--- src/rtl/hazard_ctrl_pkg.sv ---
// Shared register-class encoding and hazard scheduler types.
// The forwarding unit imports the same class constants.
package hazard_ctrl_pkg;
  localparam int REG_W       = 4;
  localparam int FPU_LAT_DEF = 4;

  typedef enum logic [1:0] {
    CLS_NONE = 2'd0,
    CLS_INT  = 2'd1,
    CLS_FP   = 2'd2,
    CLS_PRED = 2'd3
  } reg_cls_e;

  typedef struct packed {
    logic [REG_W-1:0] idx;
    reg_cls_e         cls;
  } src_t;

  typedef struct packed {
    logic             v;
    logic [REG_W-1:0] dst;
  } pend_t;
endpackage

--- src/rtl/hazard_match.sv ---
// Compares one ID source operand against one pending destination.
// A source only matches when its class is the class the tracker produces.
module hazard_match
  import hazard_ctrl_pkg::*;
(
  input  src_t     src,
  input  reg_cls_e want,
  input  pend_t    pend,
  output logic     hit
);
  assign hit = pend.v && (src.cls == want) && (src.idx == pend.dst);
endmodule

--- src/rtl/hazard_ctrl.sv ---
// ID-stage hazard scheduler: load-use, FPU RAW/WAW/structural stalls and
// branch flush; drives stall/bubble/flush into IF/ID/EX.
module hazard_ctrl
  import hazard_ctrl_pkg::*;
#(
  parameter int FPU_LAT = FPU_LAT_DEF,
  parameter int PERF_W  = 16
) (
  input  logic              clk,
  input  logic              rst,
  input  logic              id_valid,
  input  logic [REG_W-1:0]  id_y,
  input  logic [1:0]        id_y_cls,
  input  logic [REG_W-1:0]  id_x,
  input  logic [1:0]        id_x_cls,
  input  logic [REG_W-1:0]  id_z,
  input  logic [1:0]        id_z_cls,
  input  logic              id_ld,
  input  logic              id_fpu,
  input  logic              br_taken,
  output logic              stall,
  output logic              bubble,
  output logic              flush,
  output logic              fpu_busy,
  output logic [PERF_W-1:0] stall_cnt
);
  localparam int NUM_CMP = 4;

  logic              ld_v;
  logic [REG_W-1:0]  ld_dst;
  logic [3:0]        fpu_cnt;
  logic [REG_W-1:0]  fpu_dst;
  logic [PERF_W-1:0] cnt_q;

  src_t  [1:0]         srcs;
  pend_t               ld_pend, fp_pend;
  logic  [NUM_CMP-1:0] hit;
  logic                fpu_gt1;
  logic                luse, fraw, fstr, waw;
  logic                stall_raw, issue;

  // At fpu_cnt == 1 the result is forwardable, so only counts above 1 block.
  assign fpu_gt1 = (fpu_cnt > 4'd1);
  assign srcs[0] = {id_y, reg_cls_e'(id_y_cls)};
  assign srcs[1] = {id_x, reg_cls_e'(id_x_cls)};
  assign ld_pend = '{v: ld_v,    dst: ld_dst};
  assign fp_pend = '{v: fpu_gt1, dst: fpu_dst};

  // hit[1:0]: y/x vs load dest; hit[3:2]: y/x vs FPU dest
  for (genvar g = 0; g < NUM_CMP; g++) begin : g_match
    hazard_match u_match (
      .src  (srcs[g % 2]),
      .want ((g < 2) ? CLS_INT : CLS_FP),
      .pend ((g < 2) ? ld_pend : fp_pend),
      .hit  (hit[g])
    );
  end

  assign luse = id_valid && (hit[0] || hit[1]);
  assign fraw = id_valid && (hit[2] || hit[3]);
  assign fstr = id_valid && id_fpu && fpu_gt1;
  assign waw  = id_valid && fpu_gt1 && (reg_cls_e'(id_z_cls) == CLS_FP) &&
                (id_z == fpu_dst);

  // Flush outranks every stall: the ID instruction is dead anyway.
  assign stall_raw = (luse || fraw || fstr || waw) && !br_taken;
  assign issue     = id_valid && !stall_raw && !br_taken;

  assign stall     = !rst && stall_raw;
  assign flush     = !rst && br_taken;
  assign bubble    = !rst && (stall_raw || br_taken);
  assign fpu_busy  = !rst && (fpu_cnt != 4'd0);
  assign stall_cnt = rst ? '0 : cnt_q;

  always_ff @(posedge clk) begin
    if (rst) begin
      ld_v    <= 1'b0;
      ld_dst  <= '0;
      fpu_cnt <= '0;
      fpu_dst <= '0;
      cnt_q   <= '0;
    end else begin
      // A stall/flush puts a bubble in EX, so any older load has moved on.
      ld_v <= issue && id_ld;
      if (issue && id_ld) ld_dst <= id_z;

      if (issue && id_fpu) begin
        fpu_cnt <= 4'(FPU_LAT);
        fpu_dst <= id_z;
      end else if (fpu_cnt != 4'd0) begin
        fpu_cnt <= fpu_cnt - 4'd1;
      end

      if (stall_raw && (cnt_q != {PERF_W{1'b1}})) cnt_q <= cnt_q + 1'b1;
    end
  end
endmodule

--- config.mk ---
export PLATFORM = sky130hd
export DESIGN_NAME = hazard_ctrl
export DESIGN_NICKNAME = d
export VERILOG_FILES = /design/src/rtl/hazard_ctrl_pkg.sv /design/src/rtl/hazard_match.sv /design/src/rtl/hazard_ctrl.sv
export SDC_FILE = /design/constraint.sdc
export NUM_CORES = 1
export LEC_CHECK = 0
export CAP_MARGIN = 20
export CELL_PAD_IN_SITES_DETAIL_PLACEMENT = 0
export CELL_PAD_IN_SITES_GLOBAL_PLACEMENT = 1
export CORE_UTILIZATION = 32
export CTS_CLUSTER_SIZE = 10
export DETAILED_ROUTE_END_ITERATION = 7
export PLACE_DENSITY = 0.76
export SYNTH_ARGS = -nofsm -noshare
export SYNTH_HDL_FRONTEND = slang
export SYNTH_SLANG_ARGS = --single-unit
--- constraint.sdc ---
create_clock -name clk -period 2.3 [get_ports clk]
set_input_delay 0.575 -clock clk [delete_from_list [all_inputs] [get_ports clk]]
set_output_delay 0.575 -clock clk [all_outputs]
set_load 0.05 [all_outputs]
==> flow_summary.toml <==
[critical_path]
cp_slowest_stage_delay_ns = 0.36
worstSetupStartpointType = "input port"
timing.critical_path.fanout_max = 3
rr_worst_depth = 11
rr_endpoint = "cnt_q[11]"
crit_slowest_cell = "sky130_fd_sc_hd__a222oi_1"
critical_path.cell_chain = "buf_2, a222oi_1, nor4b_4, o41a_4, nor2_4, nor3b_4, buf_12"
r2r_setup_slack_ns = -0.15
path_class = "in -> out"
worstSetupEndpointType = "primary output"
worst-endpoint-required_ns = 1.73
r2r-start = "fpu_dst[1]"
worstPathArrival_ns = 2.00

[hold_path]
hold_start = "cnt_q[14]"
hold_wc_path_type = "reg -> reg"
hold_depth = 2
hold_worst_path_end = "cnt_q[14]"

[logic_synthesis]
ys_async_sr_fraction_pct = 0
yosysWarningCount = 0
syn_area_um2 = 1777
synth_ff_type = "sky130_fd_sc_hd__dfxtp_1"
edff_count_synth = 0
synth.yosys.seq_area_share_pct = 32.68
netlist_instances = 212
synth_cell_types = 38
mappedNetlistNets = 239
synth.area.top_cells = "sky130_fd_sc_hd__dfxtp_1, sky130_fd_sc_hd__mux2i_1, sky130_fd_sc_hd__nor2b_1"
ys_ff_latch = 29
synth.largest_area_cell = "sky130_fd_sc_hd__dfxtp_1"
post_synth.cell_area_avg_um2 = 8.381
synth_largest_type_area_fraction_pct = 32.68

[clocking]
ctsHoldBuffers = 0
tritoncts = "yes"
cts.clk_slew.worst_paths_ns = 0.06
h-tree-depth = 2
root_buffer = "sky130_fd_sc_hd__clkbuf_8"
tritoncts.num_buffers = 5
clock_sinks = 29
clock_tree.buffer_depth = 2
clock_latency_ns = 0.28

[drt]
final_antenna_net_count = 0
dr_total_vias = 1787
drtPass1Iterations = 6
finalWirelength_um = 4492
drtIter0Drc = 65
detail_route.wl_per_cell_um = 12.14
number_of_vias_per_cell_after_detailed_routing = 4.830
drc_violations_left = 0

[timing]
totalNegativeSetupSlack_ns = -2.222
max_fclk_ghz = 0.3878
fin_crit_ns = 2.579
hold_viol = 0
rsz0062_at_grt = "yes"
setup_viol = 23
period_share_pct = 112.1
tightest_slew_ns = 0.5824
max-slew-margin-rel_pct = 61.06
post-route-worst-setup-slack_ns = -0.2787
timing.final.max_slew_violations = 0
clock-skew-final_ns = 0.003355

[place]
place_area_um2 = 2556
dp_hpwl_um = 3247
port_buffers = 43
post-place-cells = 351
gp_congestion = 0.7736

[layout]
share_of_final_layout_standard_cells_stronger_than_drive_strength_1_pct = 43.00
stdcell_area_um2 = 2975
area.growth.synth_to_final_pct = 67.46
layout_cells_excl_fill = 370
antenna_cells_inserted = 0
n_fill_cell = 468
nets = 326

[floorplan]
die_width_um = 76.52
initial_core_util_pct = 33.92
dieArea_um2 = 5855
coreArea_um2 = 5238
ioPinCount = 44
std_cell_rows = 26
die-height_um = 76.52

[global_route]
pin_count_of_the_biggest_net_entering_global_routing = 17
grt_first_pass_wirelength_um = 7797
first_global_vias = 1681
number_of_antenna_violations_at_the_first_check_in_global_routing = 0
gr-usage-all-layers_pct = 16.36
overflow = 0

[flow_run]
max_cap_violations = 0

[run_status]
failed_checks = "negative setup slack"
status = "finished with violations"

[power]
irDropWorstVdd_mv = 0.4370
p_per_area_nw_per_um2 = 599.3
leakage_nw = 1.293
==> worst max path at each step <==
| stage | end | start | cells after the start | slack, ns |
|---|---|---|---|---|
| after global routing | stall | id_x[0] | 8 | -0.35 |
| after floorplan | stall | id_x[0] | 6 | -0.23 |
| after CTS | stall | fpu_dst[1] | 7 | -0.29 |
| final | stall | id_z[1] | 7 | -0.28 |
| after global placement | bubble | id_x[0] | 8 | -0.79 |
| after detailed placement | bubble | id_x[0] | 8 | -0.81 |
==> power by group <==
group / internal [mW] / switching (mW) / total, mW
Sequential: 0.539 / 0.0383 / 0.578
Combinational: 0.390 / 0.354 / 0.743
Clock: 0.270 / 0.192 / 0.462
==> logic make-up (layout without fill, tap and decap cells) <==
| kind of cell | count (synthesis) | count (layout) | synth area share [%] |
|---|---|---|---|
| buffers and inverters | 21 | 109 | 4.859 |
| AND/OR/NAND/NOR | 102 | 102 | 32.11 |
| XOR/XNOR | 13 | 13 | 6.408 |
| flip-flops | 29 | 29 | 32.68 |
| AO/OA/AOI/OAI | 26 | 26 | 10.70 |
| multiplexers | 18 | 18 | 11.13 |
| adder cells (fa/ha/maj) | 3 | 3 | 2.113 |
==> through the flow <==
step | hold slack (ns) | power (mW) | utilization, % | worst slack (ns)
5_1_grt | 0.5693 | 1.890 | 56.81 | -0.3488
4_1_cts | 0.5412 | 1.764 | 54.32 | -0.2899
3_5_place_dp | 0.5186 | 1.181 | 48.81 | -0.8054
3_3_place_gp | 0.5112 | 1.175 | 48.81 | -0.7925
2_1_floorplan | 0.4874 | 0.9273 | - | -0.2301
6_report | 0.5470 | 1.783 | 56.81 | -0.2787
==> sequential cells by signal, indices dropped and copies added, names as in the netlist <==
name and flops:
ld_v 1, cnt_q 16, fpu_cnt 4, ld_dst 4, fpu_dst 4
==> cells in the mapped netlist, types with 3 or more instances <==
cell,instances
sky130_fd_sc_hd__mux2_2,5
sky130_fd_sc_hd__mux2i_1,10
sky130_fd_sc_hd__nor2b_1,16
sky130_fd_sc_hd__a222oi_1,3
sky130_fd_sc_hd__a21oi_1,5
sky130_fd_sc_hd__xnor2_1,7
sky130_fd_sc_hd__nor2_1,26
sky130_fd_sc_hd__nand4_1,5
sky130_fd_sc_hd__nand3_1,4
sky130_fd_sc_hd__o22ai_1,3
sky130_fd_sc_hd__o21ai_0,8
sky130_fd_sc_hd__ha_1,3
sky130_fd_sc_hd__nor3_1,7
sky130_fd_sc_hd__nor4_1,5
sky130_fd_sc_hd__dfxtp_1,29
sky130_fd_sc_hd__o211ai_1,3
sky130_fd_sc_hd__inv_1,14
sky130_fd_sc_hd__clkbuf_1,3
sky130_fd_sc_hd__nor4b_2,3
sky130_fd_sc_hd__or4_1,5
sky130_fd_sc_hd__nand2_1,20
sky130_fd_sc_hd__xor2_1,6
==> routing by layer <==
layer | vias to the layer above | part of all wire (%) | track usage (%)
met5 | - | 0 | 0
met4 | 0 | 1.3 | 5.769
met3 | 4 | 4.4 | 3.832
met2 | 38 | 45 | 25.50
met1 | 834 | 49 | 21.91
li1 | 911 | - | -
==> critical path: cells and delay by family <==
family	cells	cell delay, ns
buffers and inverters	2	0.27
AO/OA/AOI/OAI	2	0.59
AND/OR/NAND/NOR	3	0.57
==> layout by cell type (no fill, tap or decap), types with 4 or more instances in the layout <==
master                            instances
sky130_fd_sc_hd__dfxtp_1                 26
sky130_fd_sc_hd__buf_2                    6
sky130_fd_sc_hd__mux2_4                   5
sky130_fd_sc_hd__inv_1                    9
sky130_fd_sc_hd__xnor2_1                  7
sky130_fd_sc_hd__inv_2                    4
sky130_fd_sc_hd__nand4_1                  5
sky130_fd_sc_hd__clkdlybuf4s50_1          4
sky130_fd_sc_hd__dlygate4sd2_1            7
sky130_fd_sc_hd__clkbuf_8                 7
sky130_fd_sc_hd__nand2_1                 19
sky130_fd_sc_hd__buf_6                   10
sky130_fd_sc_hd__nor2b_1                 16
sky130_fd_sc_hd__mux2i_1                  9
sky130_fd_sc_hd__nor2_1                  24
sky130_fd_sc_hd__nand3_1                  4
sky130_fd_sc_hd__nor3_1                   6
sky130_fd_sc_hd__or4_1                    4
sky130_fd_sc_hd__o21ai_0                  7
sky130_fd_sc_hd__nor3_4                   4
sky130_fd_sc_hd__buf_4                   44
sky130_fd_sc_hd__buf_12                   8
==> final cells by class <==
type	count	area, um2	share of cell area [%]
Multi-Input combinational cell	162	1328	44.62
Clock buffer	7	96.34	3.238
Tap cell	70	87.58	2.944
Clock inverter	1	5.005	0.1682
Sequential cell	29	586.8	19.72
Inverter	15	66.31	2.229
Timing Repair Buffer	86	805.8	27.08
==> timing repair <==
item | 4_1_cts | 5_1_grt
gates resized for setup | 71 | 28
setup endpoints to repair | 30 | 28
pin swaps | 25 | 15
buffers inserted | 8 | 3
Power figures use the tool's default switching activity.
